<file path="src/rtl/amo_unit.sv">
// RV32A word atomics (LR/SC/AMO*) executed as a read-modify-write sequence; holds the LR/SC reservation.
// Latency to amo_done: AMO 4, LR 3, SC pass 2, SC fail 1, misaligned 1 cycle(s) after amo_start.
// No backpressure on memory; amo_busy stalls the pipe and amo_start is ignored while busy.
package amo_pkg;
    typedef enum logic [3:0] {
        AMO_LR   = 4'd0,
        AMO_SC   = 4'd1,
        AMO_SWAP = 4'd2,
        AMO_ADD  = 4'd3,
        AMO_XOR  = 4'd4,
        AMO_AND  = 4'd5,
        AMO_OR   = 4'd6,
        AMO_MIN  = 4'd7,
        AMO_MAX  = 4'd8,
        AMO_MINU = 4'd9,
        AMO_MAXU = 4'd10
    } amoop_t;
endpackage

module amo_unit
    import amo_pkg::*;
#(
    parameter int XLEN = 32
) (
    input  logic            clk,
    input  logic            rst,
    input  logic            amo_start,
    input  amoop_t          amoop,
    input  logic [XLEN-1:0] addr,
    input  logic [XLEN-1:0] rs2_data,
    input  logic            st_snoop_en,
    input  logic [XLEN-1:0] st_snoop_addr,
    output logic            dm_rd_en,
    output logic            dm_wr_en,
    output logic [XLEN-1:0] dm_addr,
    output logic [XLEN-1:0] dm_wdata,
    input  logic [XLEN-1:0] dm_rdata,
    output logic            amo_busy,
    output logic            amo_done,
    output logic            amo_misaligned,
    output logic [XLEN-1:0] rd_data
);

    typedef enum logic [2:0] {
        S_IDLE  = 3'd0,
        S_READ  = 3'd1,
        S_RWAIT = 3'd2,
        S_WRITE = 3'd3,
        S_DONE  = 3'd4
    } state_t;

    state_t          state;
    state_t          state_nxt;
    logic [XLEN-1:0] addr_q;
    amoop_t          op_q;
    logic [XLEN-1:0] rs2_q;
    logic [XLEN-1:0] mem_q;
    logic [XLEN-1:0] rd_q;
    logic            mis_q;
    logic            res_vld;
    logic [XLEN-3:0] res_addr;

    logic            rd_ld;
    logic [XLEN-1:0] rd_nxt;
    logic [XLEN-1:0] result;
    logic            start_ok;
    logic            start_mis;
    logic            sc_ok;

    assign start_ok  = (state == S_IDLE) && amo_start;
    assign start_mis = (addr[1:0] != 2'b00);
    assign sc_ok     = res_vld && (res_addr == addr[XLEN-1:2]);

    // Next state plus the rd value, loaded exactly when entering DONE so rd_data changes with amo_done.
    always_comb begin
        state_nxt = state;
        rd_ld     = 1'b0;
        rd_nxt    = '0;
        case (state)
            S_IDLE: begin
                if (amo_start) begin
                    if (start_mis) begin
                        state_nxt = S_DONE;
                        rd_ld     = 1'b1;
                    end else if (amoop == AMO_SC) begin
                        if (sc_ok) begin
                            state_nxt = S_WRITE;
                        end else begin
                            state_nxt = S_DONE;
                            rd_ld     = 1'b1;
                            rd_nxt    = {{(XLEN-1){1'b0}}, 1'b1};
                        end
                    end else begin
                        state_nxt = S_READ;
                    end
                end
            end
            S_READ:  state_nxt = S_RWAIT;
            S_RWAIT: begin
                if (op_q == AMO_LR) begin
                    state_nxt = S_DONE;
                    rd_ld     = 1'b1;
                    rd_nxt    = dm_rdata;
                end else begin
                    state_nxt = S_WRITE;
                end
            end
            S_WRITE: begin
                state_nxt = S_DONE;
                rd_ld     = 1'b1;
                rd_nxt    = (op_q == AMO_SC) ? '0 : mem_q;
            end
            S_DONE:  state_nxt = S_IDLE;
            default: state_nxt = S_IDLE;
        endcase
    end

    // Write data; SWAP, SC and any undefined encoding store rs2 unchanged. Ties in MIN/MAX keep mem_q.
    always_comb begin
        case (op_q)
            AMO_ADD:  result = mem_q + rs2_q;
            AMO_XOR:  result = mem_q ^ rs2_q;
            AMO_AND:  result = mem_q & rs2_q;
            AMO_OR:   result = mem_q | rs2_q;
            AMO_MIN:  result = ($signed(rs2_q) < $signed(mem_q)) ? rs2_q : mem_q;
            AMO_MAX:  result = ($signed(rs2_q) > $signed(mem_q)) ? rs2_q : mem_q;
            AMO_MINU: result = (rs2_q < mem_q) ? rs2_q : mem_q;
            AMO_MAXU: result = (rs2_q > mem_q) ? rs2_q : mem_q;
            default:  result = rs2_q;
        endcase
    end

    // State register and operand capture.
    always_ff @(posedge clk) begin
        if (rst) begin
            state  <= S_IDLE;
            addr_q <= '0;
            op_q   <= AMO_LR;
            rs2_q  <= '0;
            mem_q  <= '0;
            rd_q   <= '0;
            mis_q  <= 1'b0;
        end else begin
            state <= state_nxt;
            if (rd_ld) begin
                rd_q <= rd_nxt;
            end
            if (start_ok) begin
                addr_q <= addr;
                op_q   <= amoop;
                rs2_q  <= rs2_data;
                mis_q  <= start_mis;
            end
            if (state == S_RWAIT) begin
                mem_q <= dm_rdata;
            end
        end
    end

    // Reservation: LR sets (beating a same-cycle snoop), any aligned SC or matching store clears.
    always_ff @(posedge clk) begin
        if (rst) begin
            res_vld  <= 1'b0;
            res_addr <= '0;
        end else if ((state == S_RWAIT) && (op_q == AMO_LR)) begin
            res_vld  <= 1'b1;
            res_addr <= addr_q[XLEN-1:2];
        end else if (start_ok && !start_mis && (amoop == AMO_SC)) begin
            res_vld <= 1'b0;
        end else if (st_snoop_en && (st_snoop_addr[XLEN-1:2] == res_addr)) begin
            res_vld <= 1'b0;
        end
    end

    // Strobes are masked by rst so an aborted operation never touches memory.
    assign dm_rd_en       = (state == S_READ) && !rst;
    assign dm_wr_en       = (state == S_WRITE) && !rst;
    assign dm_addr        = {addr_q[XLEN-1:2], 2'b00};
    assign dm_wdata       = (state == S_WRITE) ? result : '0;
    assign amo_busy       = (state != S_IDLE);
    assign amo_done       = (state == S_DONE);
    assign amo_misaligned = (state == S_DONE) && mis_q;
    assign rd_data        = rd_q;

endmodule

</file>
<file path="config.mk">
export PLATFORM = sky130hd
export DESIGN_NAME = amo_unit
export DESIGN_NICKNAME = d
export VERILOG_FILES = /design/src/rtl/amo_unit.sv
export SDC_FILE = /design/constraint.sdc
export NUM_CORES = 1
export LEC_CHECK = 0
export ABC_AREA = 0
export BUFFER_PORTS_ARGS = -buffer_cell sky130_fd_sc_hd__buf_4
export CAP_MARGIN = 10
export CORE_MARGIN = 4
export CORE_UTILIZATION = 40
export CTS_BUF_LIST = sky130_fd_sc_hd__clkbuf_2 sky130_fd_sc_hd__clkbuf_4 sky130_fd_sc_hd__clkbuf_8
export DETAILED_ROUTE_END_ITERATION = 8
export PLACE_DENSITY_LB_ADDON = 0.15
export SYNTH_ARGS = -nofsm -noshare
export SYNTH_HDL_FRONTEND = slang
export SYNTH_SLANG_ARGS = --single-unit
</file>
<file path="constraint.sdc">
create_clock -name clk -period 5 [get_ports clk]
set_input_delay 0.5 -clock clk [delete_from_list [all_inputs] [get_ports clk]]
set_output_delay 0.5 -clock clk [all_outputs]
set_load 0.05 [all_outputs]
</file>
[After elaboration in Yosys (flattened, before gate mapping)]
Index checks and enable logic that the tools add are counted.
W data, S select, Z words.
Storage, ports and cells
  bits in registers: 167
  output and inout bits: 101
  logic and storage cells: 78
Cells by class
  add/sub/neg operators: 1
  magnitude comparators: 4
  eq/ne operators: 17
  muxes and demuxes: 28
  bitwise logic cells: 3
  reduce and logical (&&, ||, !) cells: 16
Operators with widths (number)
  $pmux W32 S8: 1
  $mux W32: 7
  $pmux W32 S3: 1
  $gt A32 B32 Y1: 2
  $lt A32 B32 Y1: 2
  $eq A30 B30 Y1: 2
  $add A32 B32 Y32: 1
  $and A32 B32 Y32: 1
  $or A32 B32 Y32: 1
  $xor A32 B32 Y32: 1
  $eq A4 B3 Y1 const B: 4
  $mux W3: 5
  $eq A4 B4 Y1 const B: 3
  $mux W1: 12
  $pmux W3 S4: 1
  $logic_and A1 B1 Y1: 9
  $eq A4 B1 Y1 const B: 2
  $eq A3 B2 Y1 const B: 2
  $reduce_bool A3 Y1: 2
  $eq A4 B2 Y1 const B: 1
  $logic_not A4 Y1: 1
  $eq A3 B1 Y1 const B: 1
  $eq A3 B3 Y1 const B: 1
  $logic_not A3 Y1: 1
  other kinds (4): 5

[Logic depth before layout (Yosys ltp)]
Gate-level depths: netlist of the first run.
  depth in word-level cells: 7
  mapped depth: 13
  gate-level depth less buffers: 11

[Worst setup path after synthesis of the first run]
OpenSTA, ideal clock, no wires.
  kind: flip-flop to output port
  start point: register rs2_q[29]
  end point: output port dm_wdata[27]
  arrival time: 3804 ps
  required time: 4500 ps
  path slack: 696 ps
  stages on the path, launching flop included: 14
  buffers on the path: 2
  cells stage by stage: dfxtp_1 -> inv_1 -> ha_1 -> buf_2 -> nor2_1 -> a221oi_2 -> o21bai_1 -> or4_1 -> nor2_1 -> o22ai_2 -> nor2_2 -> buf_4 -> a221oi_1 -> a221oi_1
On the way
  word-level cells in the longest chain between the ends: 4
RTL lines
  start, declared: line 56  | logic [XLEN-1:0] rs2_q;
  start signal, assigned: line 151  | rs2_q <= rs2_data;
  $gt A32 B32 Y1, or another cell as far along: line 128  | AMO_MAXU: result = (rs2_q > mem_q) ? rs2_q : mem_q;
  $mux W32 (on tied branches)
  $pmux W32 S8 *: line 120  | case (op_q)
  $mux W32 *: line 179  | assign dm_wdata = (state == S_WRITE) ? result : '0;
  end, declared: line 36  | output logic [XLEN-1:0] dm_wdata,
Mark *: on every way between the ends. The rest lies on a longest branch, timed or not.

[Worst setup path after layout of the first run]
  start point: register mem_q[29]
  end point: output port dm_wdata[17]
On the way
  word-level cells in the longest chain between the ends: 4
RTL lines
  start, declared: line 57  | logic [XLEN-1:0] mem_q;
  start signal, assigned: line 155  | mem_q <= dm_rdata;
  $gt A32 B32 Y1, or another cell as far along: line 128
  $mux W32 (on tied branches)
  $pmux W32 S8 *: line 120
  $mux W32 *: line 179
Marks and branches as above.

==> results of run 1 <==
==> routing by layer <==
metal,GRT usage,vias to the layer above,wire (um)
li1,-,5574,-
met1,0.343,5489,18000
met2,0.402,366,18500
met3,0.0640,49,3020
met4,0.0668,0,848
met5,0,-,0
==> sequential cells by signal, summed over array words and instances (netlist names) <==
name	count
addr_q	30
mem_q	32
mis_q	1
op_q	4
rd_data	32
res_addr	30
res_vld	1
rs2_q	32
state	3
==> path summary, 6_finish.rpt <==
check          startpoint            to  depth (start not counted)
max             mem_q[29]  dm_wdata[17]                         13
min          rs2_data[19]     rs2_q[19]                          3
max reg2reg  res_addr[26]   rd_data[14]                          9
min reg2reg    addr_q[24]  res_addr[22]                          2
==> repair_timing <==
action / 4_1_cts / 5_1_grt
hold buffers: 0 / 0
setup endpoints to repair: 0 / 2
buffers inserted: 0 / 0
endpoints found under the hold margin: 0 / 0
resized for setup: 0 / 2
==> power by group through the flow <==
| stage | logic (uW) | registers [uW] | clock network [uW] |
|---|---|---|---|
| after floorplan | 520 | 1500 | 0 |
| after global placement | 908 | 1450 | 0 |
| final | 927 | 1420 | 1010 |
| after CTS | 920 | 1420 | 1040 |
| after global routing | 999 | 1430 | 1090 |
| after detailed placement | 917 | 1450 | 0 |
==> cell type report <==
cell class                      count  area [um2]  area share
Clock inverter                     15         183      0.0134
Multi-Input combinational cell   1140        7170       0.527
Sequential cell                   165        3300       0.242
Tap cell                          372         465      0.0342
Clock buffer                       17         234      0.0172
Timing Repair Buffer              263        1990       0.146
Inverter                           74         278      0.0204
==> cells by family (layout without fill, tap and decap cells) <==
kind of cell / Yosys count / in the layout / synth area share
and+or+nand+nor: 523 / 523 / 0.203
AOI/OAI and AO/OA: 438 / 438 / 0.263
buffers and inverters: 178 / 369 / 0.0636
DFF: 165 / 165 / 0.297
adders and majority gates: 97 / 97 / 0.110
xor gates and xnor gates: 77 / 77 / 0.0606
muxes: 3 / 3 / 0.00270
other: 1 / 2 / 0.000337
==> cell usage in the layout, fill, tap and decap left out, types with 6 or more instances in the layout <==
cell,instances
nor4_1,10
clkbuf_8,17
a21o_1,18
xor2_1,22
nor2b_1,10
xnor2_1,55
ha_1,96
a31oi_1,13
nand4_1,16
and3_1,6
inv_1,71
a221oi_1,20
nand2_1,310
a221o_1,6
nand3_1,14
a222oi_1,31
a21oi_1,196
a211oi_1,20
nor2_1,96
o32ai_1,11
buf_4,262
a22oi_1,8
nor3_1,20
dfxtp_1,165
o21ai_0,40
o211ai_1,16
inv_6,6
a2111oi_0,6
nand2b_1,6
==> cells in the mapped netlist (7+ instances only) <==
cell type / number / area (um2)
xnor2_1: 55 / 482
nor4_1: 10 / 62.6
inv_1: 71 / 267
o211ai_1: 16 / 120
xor2_1: 22 / 193
nor2b_1: 10 / 62.6
clkbuf_1: 82 / 308
nor3_1: 22 / 110
a2111oi_0: 7 / 61.3
a21oi_1: 197 / 986
o32ai_1: 11 / 96.3
a221oi_1: 20 / 175
ha_1: 96 / 1200
o21ai_0: 40 / 200
a31oi_1: 13 / 81.3
nor2_1: 98 / 368
nand3_1: 15 / 75.1
dfxtp_1: 165 / 3300
a22oi_1: 8 / 60.1
nand4_1: 16 / 100
buf_2: 13 / 65.1
a222oi_1: 31 / 310
a211oi_1: 20 / 150
nand2_1: 311 / 1170
a21o_1: 18 / 135
==> worst max-delay path: stages (launching register included) <==
cell       delay [ns]
dfxtp_1          0.47
inv_1            0.13
ha_1             0.45
nor2_1           0.10
a221oi_2         0.29
o21bai_1         0.12
or4_1            0.57
nor2_1           0.28
o22ai_2          0.21
nor2_2           0.17
buf_12           0.22
a2111oi_0        0.13
o32ai_1          0.44
buf_4            0.29
==> through the flow <==
step	setup slack [ns]	utilization	cells	cell area [um2]	power (uW)
4_1_cts	0.181	0.501	2046	13600	3380
2_1_floorplan	0.696	-	1483	11100	2020
5_1_grt	0.000820	0.501	2046	13600	3520
3_5_place_dp	0.703	0.486	2014	13200	2370
6_report	0.168	0.501	2046	13600	3360
3_3_place_gp	0.741	0.486	2014	13200	2360
==> results.tsv, run 1 <==
metric	value	unit
# DRC	0	
Ant. Diodes	0	
max_cap viols	0	
Post-DRT Antenna Nets	0	
nets@finish	1894	
Die Wd	175	um
Initial Utilization	0.410	
Area Overhead vs Synth	22.4	%
Sw Share	0.382	
Syn Inst Count	1482	
wire length per cell	19.7	um
number of fillers in the final layout	2756	
Via density	5.61	
CTS max path bufs	2	
Worst Setup Start Kind	register	
fmax	0.207	GHz
detailed placement HPWL	29600	um
Routability Congestion	0.933	
Crit path required time	4.50	ns
Overall Global Routing Usage	0.253	
Post-Syn Area	11100	um2
Setup TNS	0	ns
Synth Flop Type	dfxtp_1	
unique cell type count in the Yosys netlist	74	
DRT Pass-1 Iters	6	
Die Span Y	175	um
first-pass GRT wire length	61900	um
Comb pwr share	0.276	
largest net degree at the start of global routing	89	
CTS tree	yes	
Hold/Removal Path Class	input port to register	
Slew headroom	0.346	
clock share of power	0.302	
worst skew pair latency	0.47	ns
PortBufs	232	
EDFF count, synth	0	
Post-Syn Area per Cell	7.51	um2
fraction of registers with async set/reset	0	
H-tree levels	4	
clock slew at reported path FFs	0.11	ns
Root Buffer	clkbuf_8	
setup violators final	0	
final worst path period need	4.83	ns
clk sink count	165	
power per cell area	247	nW/um2
Clock Skews	0.0200	ns
number of global-route vias before repair	10761	
site row count	60	
area of the die	30600	um2
initial DRC count	947	
share of layout cells above drive strength 1	0.197	
grt ovf	0	
worst setup path class	register to output port	
Crit Path Max Fanout	32	
RSZ-0062 raised after global routing	false	
worst vdd ir	0.170	mV
Num CTS Buffers	17	
Pint	2080	uW
register area share after synthesis	0.297	
fin. max-slew vios	0	
final hold violations	0	
P_leak	0.00544	uW
total number of vias	11478	
Fin Hold WS	0.276	ns
P_sw	1280	uW
CP arrival	4.33	ns
Routed WL	40400	um
initial antenna violation count	0	
total core area	27200	um2
run status	finished, final reports clean	
Flop pwr share	0.423	
Synth Register Bits	165	
IO Pins	237	
setup slack, reg-to-reg	1.43	ns
final critical-path share of the clock period	0.966	
transition time of the tightest slew-check pin	0.981	ns
crit end category	output port	
Yosys warning total	0	
Power figures use the tool's default switching activity.
==> inputs of run 2 (changes only) <==
--- a/config.mk
+++ b/config.mk
@@ -8,7 +8,7 @@
 export ABC_AREA = 0
 export BUFFER_PORTS_ARGS = -buffer_cell sky130_fd_sc_hd__buf_4
 export CAP_MARGIN = 10
-export CORE_MARGIN = 4
+export CORE_MARGIN = 2
 export CORE_UTILIZATION = 40
 export CTS_BUF_LIST = sky130_fd_sc_hd__clkbuf_2 sky130_fd_sc_hd__clkbuf_4 sky130_fd_sc_hd__clkbuf_8
 export DETAILED_ROUTE_END_ITERATION = 8
==> constraint.sdc (replaced) <==
create_clock -name clk -period 5.1 [get_ports clk]
set_input_delay 0.51 -clock clk [delete_from_list [all_inputs] [get_ports clk]]
set_output_delay 0.51 -clock clk [all_outputs]
set_load 0.05 [all_outputs]
==> results.tsv, run 2 (same netlist as run 1, synthesis figures left out) <==
metric	value	unit
worst skew pair latency	0.47	ns
r2r startpoint	res_addr[9]	
initial DRC count	980	
clk sink count	165	
nets@finish	1890	
area of the die	29200	um2
number of global-route vias before repair	10833	
worst vdd ir	0.148	mV
Sw Share	0.381	
crit end category	output port	
P_sw	1250	uW
Worst R2R End	rd_data[28]	
transition time of the tightest slew-check pin	1.04	ns
Top cell by count, worst path	buf_4	
commonest non-fill, non-tap cell in the layout	nand2_1	
P_leak	0.00541	uW
Root Buffer	clkbuf_8	
clock slew at reported path FFs	0.11	ns
initial antenna violation count	1	
PortBufs	232	
Die Span Y	171	um
clock share of power	0.294	
setup slack, reg-to-reg	1.78	ns
share of layout cells above drive strength 1	0.197	
IO Pins	237	
Hold/Removal Path Class	input port to register	
final instance area	13600	um2
Buf/Inv on CP	3	
first-pass GRT wire length	61100	um
fmax	0.205	GHz
DRT Pass-1 Iters	6	
met1 usage in global routing	0.352	
met3 usage	0.0641	
Cell Chain, Critical Path	inv_1 > ha_1 > nor2_1 > a221oi_2 > o21bai_1 > or4_1 > o211ai_1 > a21oi_4 > nor2_2 > buf_4 > a2111oi_0 > o32ai_1 > buf_4	
Pint	2030	uW
Num CTS Buffers	17	
Comb pwr share	0.280	
Ant. Diodes	0	
CP max-delay cell	or4_1	
Routed WL	40100	um
setup violators final	0	
total core area	27600	um2
final worst path period need	4.88	ns
worst setup path class	register to output port	
max_cap viols	0	
Hold EP	rs2_q[16]	
largest net degree at the start of global routing	67	
Crit path required time	4.59	ns
CTS max path bufs	2	
GRT Max-Usage Layer	met2	
# DRC	0	
Post-DRT Antenna Nets	0	
met2 Track Usage GR	0.439	
CP arrival	4.37	ns
Area Overhead vs Synth	22.1	%
Post-CTS Hold Buffers	0	
run status	finished, final reports clean	
max incr delay on CP	0.59	ns
power per cell area	241	nW/um2
total power draw	3270	uW
wire length per cell	19.6	um
Die Wd	171	um
Overall Global Routing Usage	0.268	
most frequent cells in the layout	nand2_1, buf_4, a21oi_1	
Via density	5.61	
H-tree levels	4	
site row count	61	
fin. max-slew vios	0	
Crit path max-delay family	compound AO/OA/AOI/OAI gates	
Flop pwr share	0.426	
hold depth	3	
Slew headroom	0.302	
final critical-path share of the clock period	0.957	
Setup WS post-layout	0.218	ns
Worst Setup Start Kind	register	
Initial Utilization	0.403	
dpl ws	0.734	ns
Worst Reg-to-Reg Cells	9	
Routability Congestion	0.911	
Clock Skews	0.0225	ns
detailed placement HPWL	29100	um
final hold violations	0	
Post-DP Area	13200	um2
Crit Path Max Fanout	21	
CTS tree	yes	
hold_sp	rs2_data[16]	
total number of vias	11475	
grt ovf	0	
## run 2: cell count changes in the layout (fill, tap and decap cells not counted), moves of 2 or more
cell,change
clkinv_4,+4
clkinv_8,-2
inv_6,-3
inv_12,-2
buf_4,-3
inv_8,+3
## run 2: per-layer routing
metal | part of all wire | routed length (um) | vias to the layer above
li1 | - | - | 5572
met1 | 0.43 | 17400 | 5451
met2 | 0.46 | 18600 | 401
met3 | 0.080 | 3210 | 49
met4 | 0.023 | 908 | 2
met5 | 0.00045 | 18 | -
## run 2: worst max-delay path by stage
stage / from / end / cells past startpoint / slack [ns]
after CTS: rs2_q[14] / dm_wdata[18] / 12 / 0.20
after detailed placement: mem_q[10] / dm_wdata[18] / 13 / 0.73
after global routing: mem_q[25] / dm_wdata[18] / 13 / -0.01
after global placement: mem_q[29] / dm_wdata[18] / 13 / 0.72
after floorplan: rs2_q[29] / dm_wdata[27] / 13 / 0.79
final: mem_q[29] / dm_wdata[18] / 13 / 0.22
## run 2: worst reg2reg max path: stages, from the launching register on
cell and delay (ns):
dfxtp_1 0.40, xnor2_1 0.15, nand4_1 0.14, or4_1 0.54
nor4_1 0.64, o21ai_0 0.37, a211oi_4 0.27, buf_4 0.40
a222oi_1 0.19, nor2_1 0.15
## run 2: power groups by stage
stage	clock, uW	combinational, uW	sequential (uW)
final	963	918	1390
after detailed placement	0	883	1420
after global placement	0	875	1420
after global routing	1030	994	1400
after floorplan	0	510	1470
after CTS	984	885	1390
## run 2: area by class of cell
cell class | count | area, um2
clock inverters | 14 | 155
multi-input cells | 1140 | 7210
repair buffers | 259 | 1940
flip-flops and latches | 165 | 3300
clock buffers | 17 | 234
fillers | 2849 | 14000
well taps | 378 | 473
inverters | 74 | 278
## run 2: per-stage QoR
step,utilization,cells,hold WS [ns],TNS (ns)
2_1_floorplan,-,1483,0.448,0
3_3_place_gp,0.476,2014,0.453,0
3_5_place_dp,0.476,2014,0.459,0
4_1_cts,0.490,2045,0.260,0
5_1_grt,0.492,2047,0.265,-0.0119
6_report,0.492,2047,0.283,0
## run 2: repair_timing
item                                   4_1_cts  5_1_grt
setup buffers                                0        2
resized for setup                            0        7
endpoints found under the hold margin        0        0
setup endpoints to repair                    0        5
==> inputs of run 3 (changes only) <==
--- a/config.mk
+++ b/config.mk
@@ -8,11 +8,10 @@
 export ABC_AREA = 0
 export BUFFER_PORTS_ARGS = -buffer_cell sky130_fd_sc_hd__buf_4
 export CAP_MARGIN = 10
-export CORE_MARGIN = 2
 export CORE_UTILIZATION = 40
 export CTS_BUF_LIST = sky130_fd_sc_hd__clkbuf_2 sky130_fd_sc_hd__clkbuf_4 sky130_fd_sc_hd__clkbuf_8
 export DETAILED_ROUTE_END_ITERATION = 8
-export PLACE_DENSITY_LB_ADDON = 0.15
+export PLACE_DENSITY = 0.72
 export SYNTH_ARGS = -nofsm -noshare
 export SYNTH_HDL_FRONTEND = slang
 export SYNTH_SLANG_ARGS = --single-unit
==> results.tsv, run 3 (same netlist as run 1, synthesis figures left out) <==
metric	value	unit
run status	finished, final reports clean	
IO Pins	237	
Clock Skews	0.0258	ns
P_leak	0.00540	uW
RSZ-0062 raised after global routing	true	
Post-DRT Antenna Nets	0	
area of the multi-input gates	7210	um2
most frequent cells in the layout	nand2_1, buf_4, a21oi_1	
Hold/Removal Path Class	input port to register	
initial DRC count	1089	
H-tree levels	4	
Sw Share	0.383	
r2r startpoint	res_addr[5]	
Crit path max-delay family	compound AO/OA/AOI/OAI gates	
area of the die	28500	um2
Ant. Diodes	0	
site row count	60	
initial antenna violation count	0	
final worst path period need	4.89	ns
worst setup path class	register to output port	
Routability Congestion	0.948	
worst vdd ir	0.149	mV
wire length per cell	19.2	um
# DRC	0	
Post-CTS Hold Buffers	0	
Inst Count DP	2008	
Buf/Inv on CP	4	
final hold violations	0	
Die Span Y	169	um
Crit Path Max Fanout	20	
number of fillers in the final layout	2616	
PostCTS Resize Cnt	0	
grt ovf	0	
hold_sp	rs2_data[3]	
Cell Chain, Critical Path	inv_1 > ha_1 > inv_2 > a221oi_2 > o21bai_1 > or4_1 > o211ai_1 > a21oi_4 > nor2_2 > buf_6 > a2111oi_0 > o32ai_1 > buf_4	
detailed placement HPWL	28300	um
number of global-route vias before repair	11056	
CP max-delay cell	or4_1	
fin. max-slew vios	0	
crit end category	output port	
Routed WL	39100	um
final critical-path share of the clock period	0.959	
CTS max path bufs	2	
Num CTS Buffers	17	
Initial Utilization	0.411	
largest net degree at the start of global routing	94	
Comb pwr share	0.276	
Pint	2030	uW
total number of vias	11598	
Setup WS post-layout	0.207	ns
worst skew pair latency	0.48	ns
post-layout util	0.502	
commonest non-fill, non-tap cell in the layout	nand2_1	
clock slew at reported path FFs	0.12	ns
nets@finish	1888	
Reg area	3300	um2
share of layout cells above drive strength 1	0.197	
Worst Setup Start Kind	register	
PortBufs	232	
dpl ws	0.614	ns
total core area	27100	um2
Setup crit start	mem_q[30]	
CTS tree	yes	
max_cap viols	0	
power per cell area	242	nW/um2
DRT Pass-1 Iters	8	
Via density	5.69	
transition time of the tightest slew-check pin	1.06	ns
max incr delay on CP	0.60	ns
Cell Count, Final, Fillers Out	2040	
fmax	0.204	GHz
Slew headroom	0.292	
Setup Buffers After CTS	0	
setup violators final	0	
Flop pwr share	0.424	
Area Overhead vs Synth	22.2	%
Overall Global Routing Usage	0.269	
Root Buffer	clkbuf_8	
clk sink count	165	
Crit path required time	4.59	ns
CP arrival	4.38	ns
Setup TNS	0	ns
Die Wd	169	um
Fin Hold WS	0.259	ns
clock share of power	0.301	
first-pass GRT wire length	60200	um
P_sw	1260	uW
[run 3: final cells by class]
class | count | share of cell area
tap | 372 | 0.0342
multi-input combinational | 1140 | 0.530
clock buffer | 17 | 0.0172
clock inverter | 15 | 0.0131
inverter | 74 | 0.0204
timing repair buffer | 257 | 0.142
sequential | 165 | 0.243
[run 3: per-stage QoR]
step	area, um2	total power [uW]
after floorplan	11100	1980
after global placement	13200	2290
after detailed placement	13200	2310
after CTS	13600	3290
after global routing	13600	3440
final	13600	3290
[run 3: per-layer routing]
layer,part of all wire,global-route usage,up-vias
met5,0,0,-
met4,0.030,0.109,0
met3,0.082,0.0549,71
met2,0.47,0.448,487
met1,0.41,0.340,5482
li1,-,-,5558
[run 3: worst reg2reg max path, delay by kind of cell (launching register included)]
kind	cells	cell delay, ns
buffers and inverters	1	0.39
AOI/OAI and AO/OA	3	1.14
xor gates and xnor gates	1	0.23
and+or+nand+nor	4	1.44
DFF	1	0.35
[run 3: power groups by stage]
stage                     combinational [uW]  clock (uW)  sequential [uW]
final                                    907         989             1390
after global routing                     978        1060             1400
after CTS                                886        1010             1390
after detailed placement                 883           0             1420
after global placement                   869           0             1420
after floorplan                          510           0             1470
[run 3: worst paths after layout]
| kind | endpoint | slack (ns) | depth (start not counted) |
|---|---|---|---|
| hold reg to reg | res_addr[29] | 0.47 | 2 |
| setup reg to reg | rd_data[9] | 1.46 | 9 |
| hold / removal | rs2_q[3] | 0.26 | 3 |
| setup / recovery | dm_wdata[18] | 0.21 | 13 |
